File: src/rtl/eq_pkg.sv
// Shared types and defaults for the histogram-equalization frame sequencer.
package eq_pkg;

  localparam int unsigned DEF_ADDR_W = 16;
  localparam int unsigned DEF_DATA_W = 128;
  localparam int unsigned DEF_CNT_W  = 20;

  // Smallest legal divisor; substituted when CdfMin leaves no dynamic range.
  localparam int unsigned DIV_FLOOR = 1;

  typedef enum logic [2:0] {
    IDLE,
    HIST,
    CDF,
    CALC,
    OUT,
    FDONE
  } eqState_t;

  typedef enum logic [1:0] {
    OWN_NONE,
    OWN_HIST,
    OWN_CDF
  } m2Owner_t;

endpackage

File: src/rtl/m2_write_arbiter.sv
// Owner-select mux for the single M2 write port; non-owner requests are dropped.
module m2_write_arbiter
  import eq_pkg::*;
#(
  parameter int unsigned ADDR_W = DEF_ADDR_W,
  parameter int unsigned DATA_W = DEF_DATA_W
) (
  input  m2Owner_t          owner,
  input  logic              hist_m2_we,
  input  logic [ADDR_W-1:0] hist_m2_addr,
  input  logic [DATA_W-1:0] hist_m2_data,
  input  logic              cdf_m2_we,
  input  logic [ADDR_W-1:0] cdf_m2_addr,
  input  logic [DATA_W-1:0] cdf_m2_data,
  output logic              m2_WriteEnable,
  output logic [ADDR_W-1:0] m2_WriteAddress,
  output logic [DATA_W-1:0] m2_WriteBus
);

  always_comb begin
    m2_WriteEnable  = 1'b0;
    m2_WriteAddress = '0;
    m2_WriteBus     = '0;
    unique case (owner)
      OWN_HIST: begin
        m2_WriteEnable  = hist_m2_we;
        m2_WriteAddress = hist_m2_addr;
        m2_WriteBus     = hist_m2_data;
      end
      OWN_CDF: begin
        m2_WriteEnable  = cdf_m2_we;
        m2_WriteAddress = cdf_m2_addr;
        m2_WriteBus     = cdf_m2_data;
      end
      default: ;
    endcase
  end

endmodule

File: src/rtl/eq_frame_sequencer.sv
// Per-frame controller: histogram -> CDF -> divisor calc -> output, with M2 write arbitration.
// Optional per-stage watchdog enabled by defining STAGE_TIMEOUT_EN.
module eq_frame_sequencer
  import eq_pkg::*;
#(
  parameter int unsigned ADDR_W         = DEF_ADDR_W,
  parameter int unsigned DATA_W         = DEF_DATA_W,
  parameter int unsigned CNT_W          = DEF_CNT_W,
  parameter logic        OFFSET_INIT    = 1'b0,
  parameter int unsigned TIMEOUT_CYCLES = 65536
) (
  input  logic              clock,
  input  logic              reset,
  input  logic              frame_start,
  input  logic [CNT_W-1:0]  frame_pixels,
  output logic              hist_start,
  input  logic              hist_done,
  output logic              cdf_start,
  input  logic              cdf_done,
  input  logic [CNT_W-1:0]  cdf_min_in,
  output logic              out_start,
  input  logic              out_done,
  output logic [CNT_W-1:0]  CdfMin,
  output logic [CNT_W-1:0]  divisor,
  output logic              output_base_offset,
  input  logic              hist_m2_we,
  input  logic [ADDR_W-1:0] hist_m2_addr,
  input  logic [DATA_W-1:0] hist_m2_data,
  input  logic              cdf_m2_we,
  input  logic [ADDR_W-1:0] cdf_m2_addr,
  input  logic [DATA_W-1:0] cdf_m2_data,
  output logic              m2_WriteEnable,
  output logic [ADDR_W-1:0] m2_WriteAddress,
  output logic [DATA_W-1:0] m2_WriteBus,
  output logic              busy,
  output logic              frame_done,
`ifdef STAGE_TIMEOUT_EN
  output logic              stage_timeout,
`endif
  output logic              div_err
);

  eqState_t         state, nextState;
  logic             firstCycle;
  logic             histAccept, cdfAccept, outAccept;
  logic             stageTimeout;
  logic [CNT_W-1:0] pixLatched;
  m2Owner_t         owner;

  // Stage dones count only after the start cycle, so a done coincident with start is dropped.
  always_comb begin
    histAccept = (state == HIST) && hist_done && !firstCycle;
    cdfAccept  = (state == CDF)  && cdf_done  && !firstCycle;
    outAccept  = (state == OUT)  && out_done  && !firstCycle;
  end

`ifdef STAGE_TIMEOUT_EN
  localparam int unsigned TO_W = $clog2(TIMEOUT_CYCLES + 1);
  logic [TO_W-1:0] stageCnt;
  logic            inStage;

  always_comb begin
    inStage      = (state == HIST) || (state == CDF) || (state == OUT);
    stageTimeout = inStage && (stageCnt == TO_W'(TIMEOUT_CYCLES - 1));
    stage_timeout = stageTimeout;
  end

  always_ff @(posedge clock or posedge reset) begin
    if (reset) begin
      stageCnt <= '0;
    end else if (!inStage || (nextState != state)) begin
      stageCnt <= '0;
    end else begin
      stageCnt <= stageCnt + 1'b1;
    end
  end
`else
  always_comb stageTimeout = 1'b0;
`endif

  always_ff @(posedge clock or posedge reset) begin
    if (reset) begin
      state      <= IDLE;
      firstCycle <= 1'b0;
    end else begin
      state      <= nextState;
      firstCycle <= (nextState != state);
    end
  end

  always_comb begin
    nextState = state;
    unique case (state)
      IDLE:  if (frame_start) nextState = HIST;
      HIST:  if (histAccept) nextState = CDF;
             else if (stageTimeout) nextState = IDLE;
      CDF:   if (cdfAccept) nextState = CALC;
             else if (stageTimeout) nextState = IDLE;
      CALC:  nextState = OUT;
      OUT:   if (outAccept) nextState = FDONE;
             else if (stageTimeout) nextState = IDLE;
      FDONE: nextState = IDLE;
      default: nextState = IDLE;
    endcase
  end

  always_comb begin
    hist_start = (state == HIST) && firstCycle;
    cdf_start  = (state == CDF)  && firstCycle;
    out_start  = (state == OUT)  && firstCycle;
    busy       = (state != IDLE);
    frame_done = (state == FDONE);
    unique case (state)
      HIST:    owner = OWN_HIST;
      CDF:     owner = OWN_CDF;
      default: owner = OWN_NONE;
    endcase
  end

  always_ff @(posedge clock or posedge reset) begin
    if (reset) begin
      pixLatched         <= '0;
      CdfMin             <= '0;
      divisor            <= CNT_W'(DIV_FLOOR);
      div_err            <= 1'b0;
      output_base_offset <= OFFSET_INIT;
    end else begin
      if ((state == IDLE) && frame_start) begin
        pixLatched <= frame_pixels;
        div_err    <= 1'b0;
      end
      if (cdfAccept) begin
        CdfMin <= cdf_min_in;
      end
      if (state == CALC) begin
        if (CdfMin >= pixLatched) begin
          divisor <= CNT_W'(DIV_FLOOR);
          div_err <= 1'b1;
        end else begin
          divisor <= pixLatched - CdfMin;
        end
      end
      if (state == FDONE) begin
        output_base_offset <= ~output_base_offset;
      end
    end
  end

  m2_write_arbiter #(
    .ADDR_W(ADDR_W),
    .DATA_W(DATA_W)
  ) u_m2Arb (
    .owner          (owner),
    .hist_m2_we     (hist_m2_we),
    .hist_m2_addr   (hist_m2_addr),
    .hist_m2_data   (hist_m2_data),
    .cdf_m2_we      (cdf_m2_we),
    .cdf_m2_addr    (cdf_m2_addr),
    .cdf_m2_data    (cdf_m2_data),
    .m2_WriteEnable (m2_WriteEnable),
    .m2_WriteAddress(m2_WriteAddress),
    .m2_WriteBus    (m2_WriteBus)
  );

endmodule

File: config.mk
export PLATFORM = sky130hd
export DESIGN_NAME = eq_frame_sequencer
export DESIGN_NICKNAME = d
export VERILOG_FILES = /design/src/rtl/eq_pkg.sv /design/src/rtl/m2_write_arbiter.sv /design/src/rtl/eq_frame_sequencer.sv
export SDC_FILE = /design/constraint.sdc
export NUM_CORES = 1
export LEC_CHECK = 0
export CAP_MARGIN = 5
export CORE_AREA = 2 2 207 209
export CTS_CLUSTER_SIZE = 14
export DETAILED_ROUTE_END_ITERATION = 12
export DIE_AREA = 0 0 209 211
export PLACE_DENSITY = 0.44
export SLEW_MARGIN = 25
export SYNTH_ARGS = -nofsm -noshare
export SYNTH_HDL_FRONTEND = slang
export SYNTH_SLANG_ARGS = --single-unit
File: constraint.sdc
create_clock -name clock -period 4.2 [get_ports clock]
set_input_delay 0.84 -clock clock [delete_from_list [all_inputs] [get_ports clock]]
set_output_delay 0.84 -clock clock [all_outputs]
set_load 0.02 [all_outputs]
=== Word-level counts from Yosys, hierarchy flattened ===
Cells that the tools add are included.

* Bits in registers: 66
* Input port bits: 336
* Output and inout port bits: 192
* Word-level logic and storage cells: 44

* Add/sub/neg operators: 1
* Magnitude comparators: 1
* Equality and inequality tests: 8
* Muxes and demuxes: 13
* Bitwise logic cells: 1
* Reductions and logical operators: 13

{| class="wikitable"
|+ Operators with widths
! cell !! number
|-
| 128-bit case mux with 2 select lines || 1
|-
| 16-bit case mux with 2 select lines || 1
|-
| 20-bit >= comparator || 1
|-
| 20-bit two-way mux || 1
|-
| 20-bit subtractor || 1
|-
| 3-bit case mux with 5 select lines || 1
|-
| 3-bit two-way mux || 4
|-
| 1-bit logical AND || 10
|-
| 3-bit by 2-bit equality test with 1-bit output, second input constant || 2
|-
| 3-bit equality test, second input constant || 2
|-
| 2-bit case mux with 2 select lines || 1
|-
| 3-bit by 1-bit equality test with 1-bit output, second input constant || 1
|-
| 3-bit zero test || 1
|-
| 1-bit two-way mux || 3
|-
| 3-bit != test || 1
|-
| 3-bit nonzero test || 1
|-
| 2-bit by 1-bit equality test with 1-bit output, second input constant || 1
|-
| 2-bit equality test, second input constant || 1
|-
| 1-bit case mux with 2 select lines || 1
|-
| 1-bit zero test || 1
|-
| 1-bit NOT || 1
|}

=== Longest topological paths before layout ===
Gate-level depths: netlist of run 1.

* Depth in word-level cells: 6
* Gate-level depth with buffers: 11
* Mapped depth without buffers: 10

=== Modules after synthesis ===
A second synthesis of run 1 with hierarchy kept.

* Cell total of the unflattened synthesis: 719
* Area total of the unflattened synthesis: 6067.1 µm²

{| class="wikitable"
|+ By module, submodules not included
! module !! instances !! cells each !! area each (µm²) !! seq. area each (µm²)
|-
| eq_frame_sequencer || 1 || 377 || 3819.9 || 1652.8
|-
| m2_write_arbiter || 1 || 342 || 2247.2 || 0.0
|}

=== Least setup slack after synthesis of run 1 ===
OpenSTA, ideal clock, no wires.

* Path type: flip-flop to output port
* Start point: register state[2]
* End point: output port m2_WriteBus[44]
* Arrival time: 2.245 ns
* Data required time: 3.360 ns
* Path slack: 1.115 ns
* Cell stages (with the launch flop): 9
* Path buffers: 4
* Cells stage by stage: dfrtp_1 buf_2 nor3b_1 ha_1 clkbuf_1 clkbuf_1 clkbuf_1 a22oi_1 nor2b_1

* Cells in the longest elaborated chain, start to end: 4
* Elaborated cells between the ends (all ways): 6
* Classes of those cells: 4 x eq/ne; 2 x mux

{| class="wikitable"
|+ RTL lines
! element !! RTL line !! text
|-
| start: declaration || eq_frame_sequencer.sv:43 || <nowiki>eqState_t state, nextState;</nowiki>
|-
| start signal: assignment || eq_frame_sequencer.sv:86 || <nowiki>state <= nextState;</nowiki>
|-
| 3-bit by 2-bit equality test with 1-bit output or 3-bit by 1-bit equality test with 1-bit output (tied branches) || eq_frame_sequencer.sv:113 || <nowiki>unique case (state)</nowiki>
|-
| 2-bit case mux with 2 select lines (*) || eq_frame_sequencer.sv:113 ||
|-
| 2-bit equality test or 2-bit by 1-bit equality test with 1-bit output (tied branches) || m2_write_arbiter.sv:24 || <nowiki>unique case (owner)</nowiki>
|-
| 128-bit case mux with 2 select lines (*) || m2_write_arbiter.sv:24 ||
|-
| end: declaration || eq_frame_sequencer.sv:34 || <nowiki>output logic [DATA_W-1:0] m2_WriteBus,</nowiki>
|}

Every way passes the cells marked *; elsewhere a longest branch is shown, timed or not.

=== Worst setup path after layout of run 1 ===
* Start point: register state[0]
* End point: output port m2_WriteBus[50]

Same word-level chain as after synthesis.

==> results of run 1 <==
-- registers in the layout (all words and copies together) (netlist names) --
register	count
CdfMin	20
div_err	1
divisor	20
firstCycle	1
output_base_offset	1
pixLatched	20
state	3
-- synthesized netlist by cell type (2+ instances only) --
master    instances
o21a_1            4
inv_1            32
o31ai_1           3
nor2b_1         148
or4_1             2
or3_1             6
o21ai_0          33
a31o_2            3
buf_2            12
mux2_2           19
nand4_1           8
xor2_1           10
o21bai_1          2
a21oi_1          17
a21o_1            6
nor3_1            8
and2_1            2
and3_1            2
xnor2_1           4
a211oi_1          5
dfrtp_1          65
nor2_1           15
a221oi_1          2
ha_1             23
a22oi_1         145
a31oi_1           2
mux2i_1           2
a32o_1            4
nand3_1           5
a22o_1           15
nand2_1          46
clkbuf_1         56
-- through the flow --
step	utilization	instances	power [mW]	instance area [um^2]	hold slack [ns]
5_1_grt	0.2897	1749	8.156	12100	0.5110
3_5_place_dp	0.2825	1735	6.936	11800	0.4563
2_1_floorplan	-	728	4.540	5946	0.4849
3_3_place_gp	0.2825	1735	6.924	11800	0.4622
6_report	0.2899	1753	7.618	12110	0.4737
4_1_cts	0.2897	1749	7.709	12100	0.4748
-- cells by family (layout without fill, tap and decap cells) --
family	after synthesis	count (layout)	synth area share
AOI/OAI and AO/OA	251	251	0.3051
xor gates and xnor gates	14	14	0.02062
adders and majority gates	24	24	0.05177
buffers and inverters	103	585	0.06945
DFF	66	66	0.2780
muxes	21	21	0.03935
other	0	4	0
and+or+nand+nor	249	249	0.2357
-- final timing paths --
| path | end | slack (ns) | from | cells after the start |
|---|---|---|---|---|
| max in group asynchronous | divisor[0] | 2.94 | reset | 3 |
| hold / removal | output_base_offset | 0.47 | output_base_offset | 1 |
| setup / recovery | m2_WriteBus[50] | 0.17 | state[0] | 8 |
| min in group asynchronous | output_base_offset | 0.88 | reset | 3 |
| setup reg to reg | divisor[13] | 1.29 | CdfMin[14] | 7 |
| hold reg to reg | output_base_offset | 0.47 | output_base_offset | 1 |
-- power by group --
part / total (mW) / internal [mW] / switching (mW)
sequential: 1.05 / 0.887 / 0.164
clock: 0.730 / 0.464 / 0.266
combinational: 5.84 / 2.66 / 3.18
-- critical path: stages, from the launching register on --
cell and delay, ns:
dfrtp_1 0.44, inv_1 0.17, nor3_1 0.11, inv_1 0.19, ha_4 0.53, buf_4 0.39, a22oi_1 0.14, nor2b_1 0.13
clkdlybuf4s50_1 0.72
-- layout by cell type, fill, tap and decap left out, drive strengths merged, types with 3 or more instances in the layout --
cell	count
o21ai	34
ha	23
mux2	19
nand3	5
a21o	6
o31ai	4
a211oi	6
a22oi	145
xor2	10
a21oi	17
clkbuf	10
clkdlybuf4s50	527
inv	32
nor2	15
nand2	46
o21a	4
nor2b	148
or3	6
dfrtp	65
buf	13
a32o	4
xnor2	4
a31o	3
nand4	8
nor3	8
diode	4
a22o	15
-- layout make-up --
type | instances | share of cell area
flip-flops and latches | 66 | 0.1365
inverters | 32 | 0.009921
diodes | 4 | 0.0008268
multi-input cells | 559 | 0.3238
repair buffers | 540 | 0.4500
well taps | 539 | 0.05570
clock buffers | 10 | 0.01974
clock inverters | 3 | 0.003514
-- layer usage --
| metal | vias to the layer above | wire (um) |
|---|---|---|
| met5 | - | 193 |
| met4 | 28 | 990 |
| met3 | 61 | 3070 |
| met2 | 299 | 20210 |
| met1 | 3534 | 14220 |
| li1 | 3608 | - |
-- repair_timing --
action                                 in CTS  in global routing
setup endpoints to repair                  60                  0
hold buffers                                0                  0
endpoints found under the hold margin       0                  0
buffers inserted                            1                  0
==> out/metrics.cfg, run 1 <==
[status]
outcome = finished clean

[power]
power_density_nw_per_um2 = 629.3
ir_worst_vdd_mv = 0.3128
leakagePower_nw = 4.415

[worst_hold_path]
min_path_type = flop to flop

[drt]
drt-total-wl_um = 38690
drt_iter0_drc = 376
first_pass_iters = 7
vias = 7530
detail-route-antenna-nets = 0
drc = 0
wl_per_cell_um = 22.07
vias_per_cell = 4.295

[logic_synthesis]
synth_area_per_cell_um2 = 8.167
synthArstFlopShare = 1.000
synth_top_area_share = 0.2736
synth_edf_count = 0
yosysSeqAreaShare = 0.2780
yosys.area.top_type = dfrtp_1
synthCells = 728
synth_cell_types = 54
synth_top_flop_cell = dfrtp_1
ys_warn_count = 0
ys_ff_latch = 66
synthesis.area_um2 = 5946
synth.area.top_cells = dfrtp_1 27%, a22oi_1 18%, nor2b_1 16%
syn_nets = 1088

[global_routing]
grt_max_degree = 79
antenna_found_initial = 18
grt_pass1_wl_um = 53580
grt_usage = 0.1661
overflow = 0
first_global_vias = 7774
grtUsageMet2 = 0.3109
use_met3 = 0.05605
use_met1 = 0.1762
grt_busiest_layer = met2

[critical_path]
end_kind = output pin
crit_type = flop to output pin
critPathMaxFanout = 40
startpoint_type = flop
cp.arrival_ns = 3.19
cp.required_ns = 3.36

[cts]
root_buffer = clkbuf_16
cts_made_buffers = 9
clk_pin_slew_ns = 0.06
cts_tree = built
clk_path_buf_depth = 2
htree_levels = 3
insertion_delay_ns = 0.33
cts_resized = 0
cts_sinks = 66

[place]
io_buffers = 527
gp_congestion = 0.8679
hpwl_um = 31950
pre_cts_ws_ns = 0.1776

[cells_and_area]
final_nets = 1568
drive_gt1_frac = 0.04793
syn_to_final_growth_pct = 103.6
seqCellArea_um2 = 1653
multi_input_area_um2 = 3920
nFillCells = 4455

[timing]
setup_viol = 0
setup_slack_ns = 0.1693
drv_slew = 0
period_minus_slack_ns = 4.031
post-route-period-util = 0.9597
timing.fmax_mhz = 248.1
tns_ns = 0
maxSlewHeadroom = 0.4654
worst_pin_slew_ns = 0.8019
finalHoldViolations = 0
grt_setup_unrepaired = false
finalClockSkew_ns = 0.007688

[die]
die_x_um = 209
start_util = 0.1424
std_cell_rows = 75
ioPinCount = 528
die_h_um = 211
dieArea_um2 = 44100
core_um2 = 41760

[flow_run]
drv_cap = 0

Note: power is estimated with default switching activity, not from simulation.
==> run 2: changes to the inputs <==
--- a/config.mk
+++ b/config.mk
@@ -11,6 +11,7 @@
 export DETAILED_ROUTE_END_ITERATION = 12
 export DIE_AREA = 0 0 209 211
 export PLACE_DENSITY = 0.44
+export SETUP_SLACK_MARGIN = 0.02
 export SLEW_MARGIN = 25
 export SYNTH_ARGS = -nofsm -noshare
 export SYNTH_HDL_FRONTEND = slang
==> run 2 against run 1 <==
Net effect:
- first-iteration DRC count increased by 10%
- cell count about the same
- sequential share of layout area about the same
- clock skew about the same
- non-clock buffer count increased by 1
- clock power about the same
- setup slack improved by 0.12 ns
- register-to-register slack about the same
- largest cell class unchanged
==> out/metrics.cfg, run 2 (synthesis gave the netlist of run 1 again) <==
[status]
outcome = finished clean  ; unchanged

[place]
pre_cts_ws_ns = 0.1776  ; unchanged
hpwl_um = 31950  ; unchanged
gp_congestion = 0.8679  ; unchanged
io_buffers = 527  ; unchanged
postPlaceCellArea_um2 = 11800  ; unchanged
dp_cells = 1735  ; unchanged

[cts]
cts_made_buffers = 9  ; unchanged
cts_tree = built  ; unchanged
htree_levels = 3  ; unchanged
clk_path_buf_depth = 2  ; unchanged
cts_hold_buf = 0  ; unchanged
insertion_delay_ns = 0.33  ; about the same
clk_pin_slew_ns = 0.06  ; about the same
root_buffer = clkbuf_16  ; unchanged
cts_sinks = 66  ; unchanged

[critical_path]
crit_type = flop to output pin  ; unchanged
cp-startpoint = state[0]  ; unchanged
reg2regPathDepth = 7  ; unchanged
reg2reg_setup_slack_ns = 1.29  ; about the same
startpoint_type = flop  ; unchanged
r2r-end = divisor[13]  ; unchanged
slowest_stage = clkdlybuf4s50_1  ; unchanged
critPathMaxFanout = 78  ; was 40
worst-path-stages = 7  ; was 8
cp_common_cell = inv_1  ; unchanged
critical_path.max_stage_delay_ns = 0.70  ; was 0.72 ns
cp_top_family = buffers and inverters  ; unchanged
cp.arrival_ns = 3.07  ; was 3.19 ns
cp.required_ns = 3.36  ; about the same
worstPathCellList = inv_1, nor3_1, inv_1, ha_4, buf_12, nor2b_1, clkdlybuf4s50_1  ; was inv_1, nor3_1, inv_1, ha_4, buf_4, a22oi_1, nor2b_1, clkdlybuf4s50_1
end_kind = output pin  ; unchanged
cp_num_buf_inv = 4  ; unchanged
r2r_start = CdfMin[14]  ; unchanged

[power]
leakagePower_nw = 4.423  ; was 4.415 nW
ir_worst_vdd_mv = 0.3143  ; was 0.3128 mV
power_density_nw_per_um2 = 629.1  ; was 629.3 nW/um^2

[timing]
maxSlewHeadroom = 0.4624  ; was 0.4654
drv_slew = 0  ; unchanged
grt_setup_unrepaired = false  ; unchanged
worst_pin_slew_ns = 0.8064  ; was 0.8019 ns
tns_ns = 0  ; unchanged
finalClockSkew_ns = 0.007550  ; was 0.007688 ns
setup_viol = 0  ; unchanged
finalHoldViolations = 0  ; unchanged
timing.fmax_mhz = 255.8  ; was 248.1 MHz
post-route-period-util = 0.9308  ; was 0.9597
period_minus_slack_ns = 3.909  ; was 4.031 ns
setup_slack_ns = 0.2905  ; was 0.1693 ns

[cells_and_area]
final_cells = 1754  ; was 1,753
finish.utilization = 0.2904  ; was 0.2899
final_cell_mix = 527 x clkdlybuf4s50_1, 148 x nor2b_1, 145 x a22oi_1  ; unchanged
nFillCells = 4454  ; was 4,455
multi_input_area_um2 = 3920  ; unchanged
final_area_um2 = 12130  ; was 12,110 um^2
top_regs = CdfMin x20, divisor x20, pixLatched x20  ; unchanged
syn_to_final_growth_pct = 104.0  ; was 103.6%
final_common_cell = clkdlybuf4s50_1  ; unchanged
seqCellArea_um2 = 1653  ; unchanged
drive_gt1_frac = 0.04872  ; was 0.04793
final_nets = 1569  ; was 1,568

[global_routing]
overflow = 0  ; unchanged
grt_pass1_wl_um = 53580  ; unchanged
first_global_vias = 7774  ; unchanged
antenna_found_initial = 18  ; unchanged
grt_max_degree = 79  ; unchanged
grt_usage = 0.1661  ; unchanged

[die]
dieArea_um2 = 44100  ; unchanged
die_h_um = 211  ; unchanged
start_util = 0.1424  ; unchanged
die_x_um = 209  ; unchanged
core_um2 = 41760  ; unchanged
ioPinCount = 528  ; unchanged
std_cell_rows = 75  ; unchanged

[worst_hold_path]
min_to = output_base_offset  ; unchanged
min_path_type = flop to flop  ; unchanged
hold_path_startpoint = output_base_offset  ; unchanged
whs_path_depth = 1  ; unchanged

[drt]
vias_per_cell = 4.292  ; was 4.295
drc = 0  ; unchanged
drt-total-wl_um = 38990  ; was 38,690 um
vias = 7528  ; was 7,530
wl_per_cell_um = 22.23  ; was 22.07 um
first_pass_iters = 5  ; was 7
drt_iter0_drc = 414  ; was 376
detail-route-antenna-nets = 0  ; unchanged

[flow_run]
drv_cap = 0  ; unchanged

run 2: changes by cell type in the layout (fill, tap and decap cells not counted), sizes merged:
cell / before / now
buf: 13 / 14
run 2: final cells by class:
class | instances | share of cell area
Clock buffer | 10 | 0.01971
Multi-Input combinational cell | 559 | 0.3233
Inverter | 32 | 0.009905
Clock inverter | 3 | 0.003508
Sequential cell | 66 | 0.1363
Antenna cell | 4 | 0.0008254
Tap cell | 539 | 0.05561
Timing Repair Buffer | 541 | 0.4509
run 2: power by group:
group,switching [mW],internal (mW)
clock,0.267,0.464
combinational,3.18,2.66
sequential,0.165,0.887
total,3.62,4.01
run 2: how the worst max path moves through the flow:
stage	slack (ns)	end
floorplan	1.11	m2_WriteBus[44]
global placement	0.24	m2_WriteAddress[0]
detailed placement	0.18	m2_WriteAddress[0]
CTS	0.10	m2_WriteAddress[0]
global route	0.07	m2_WriteBus[46]
finish	0.29	m2_WriteBus[46]
run 2: stage by stage:
stage | hold WS, ns | power (mW)
after floorplan | 0.4849 | 4.540
after detailed placement | 0.4563 | 6.936
after CTS | 0.4748 | 7.709
after global placement | 0.4622 | 6.924
final | 0.4737 | 7.628
after global routing | 0.5110 | 8.165
run 2: worst reg2reg max path: cells and delay by family (launching register included):
family                     cells  cell delay [ns]
AOI/OAI and AO/OA              2             0.50
DFF                            1             0.34
adders and majority gates      1             0.49
and+or+nand+nor                3             1.44
buffers and inverters          1             0.06
run 2: repair_timing:
action | in CTS | in global routing
pin swaps | 1 | 1
setup endpoints to repair | 67 | 10
resized for setup | 0 | 0
setup buffers | 1 | 1
run 2: metal layers:
layer / global-route usage / up-vias / share of wire
met5: 0 / - / 0.0049
met4: 0.04778 / 28 / 0.025
met3: 0.05605 / 59 / 0.081
met2: 0.3109 / 308 / 0.53
met1: 0.1762 / 3523 / 0.36
li1: - / 3610 / -
==> RTL change (flow settings as in run 2) <==
The package constant `DEF_CNT_W` goes from 20 to 10.
--- a/src/rtl/eq_pkg.sv
+++ b/src/rtl/eq_pkg.sv
@@ -4,5 +4,5 @@
   localparam int unsigned DEF_ADDR_W = 16;
   localparam int unsigned DEF_DATA_W = 128;
-  localparam int unsigned DEF_CNT_W  = 20;
+  localparam int unsigned DEF_CNT_W  = 10;
 
   // Smallest legal divisor; substituted when CdfMin leaves no dynamic range.
Ports: changed (resized CdfMin, cdf_min_in, divisor and frame_pixels); port bits go from 528 to 488. The function was not compared with the original's and may differ.
==> RTL change against run 2 <==
- critical path depth rose by 2
- first-iteration DRC count fell by 46%
- area after synthesis fell by 30%
- fmax rose by 0.24%
- worst hold slack got worse by 0.0050 ns
- setup slack improved by 0.0092 ns
- via count fell by 23%
- non-clock buffer count fell by 35
- largest cell class unchanged
- sequential cell count fell by 30
- critical path type unchanged
- total power fell by 20%
- sequential share of layout area fell by 4.5 points
- routed wire length fell by 29%
- design area fell by 18%
==> RTL change: results (changes against run 2) <==
total track usage 11.68% (-4.9 points); DRT Wirelength 27.68 mm (-29%); clock skew 0.003330 ns (-0.004220 ns); Post-DP HPWL 23.09 mm (-28%); fillers 4609 (+3.5%); Adder-Cell Fraction of Synth Area 4.375% (-0.80 points); register area 902.1 sq um (-45%); worst reg2reg endpoint divisor[0]; multi-input gate count 420 (-25%); vias in the first global route 6171 (-21%); flop2flop setup slack 1.83 ns (+0.54 ns); Max VDD drop 0.0002496 V (-21%); Vias/cell 3.800 (-11%); Placer Congestion 0.7836 (-9.7%); Num CTS Buffers 5 (-4); clock buffer count 7 (-3); H-tree lvl count 2 (-1); CP arrival 3.06 ns (about the same); Comb power frac 83.5% (+6.9 points); DRT iter0 DRCs 222 (-46%); PortBufs 487 (-7.6%); multi-input combinational area share 30.39% (-1.9 points); Net count, final 1319 (-16%); status completed; Leakage 3.372 nW (-24%); global-route wire length before repair 39.11 mm (-27%); Ant. Diodes 0 (-4); largest net degree at the start of global routing 67 (-15%); #FFs+latches synth 36 (-45%); post-synthesis mux area share 2.667% (-1.3 points); most frequent cells after synthesis 145 x a22oi_1, 145 x nor2b_1, 44 x clkbuf_1, 35 x dfrtp_1, 29 x nand2_1; placed cell count 1521 (-12%); bufs w/o clock 506 (-6.5%); Avg Inst Size Synth 7.863 sq um (-3.7%); Worst R2R Start CdfMin[0]
RTL change: metrics by stage:
| stage | utilization, % | setup WS (ns) | total power, mW | area, sq um | hold slack (ns) |
|---|---|---|---|---|---|
| 6_report | 23.72 | 0.2998 | 6.093 | 9903 | 0.4688 |
| 3_3_place_gp | 23.36 | 0.6165 | 5.800 | 9753 | 0.4555 |
| 3_5_place_dp | 23.36 | 0.5918 | 5.792 | 9753 | 0.4649 |
| 5_1_grt | 23.72 | 0.1296 | 6.565 | 9903 | 0.4912 |
| 4_1_cts | 23.72 | 0.2883 | 6.205 | 9903 | 0.4752 |
| 2_1_floorplan | - | 1.087 | 3.569 | 4175 | 0.4623 |
RTL change: per-layer routing:
layer	GRT usage, %	routed length [um]	part of all wire (%)	vias up
met4	2.980	619	2.2	2
met3	2.676	1990	7.2	20
li1	-	-	-	2837
met2	22.03	14540	53	287
met5	0	16	0.058	-
met1	13.17	10520	38	2664
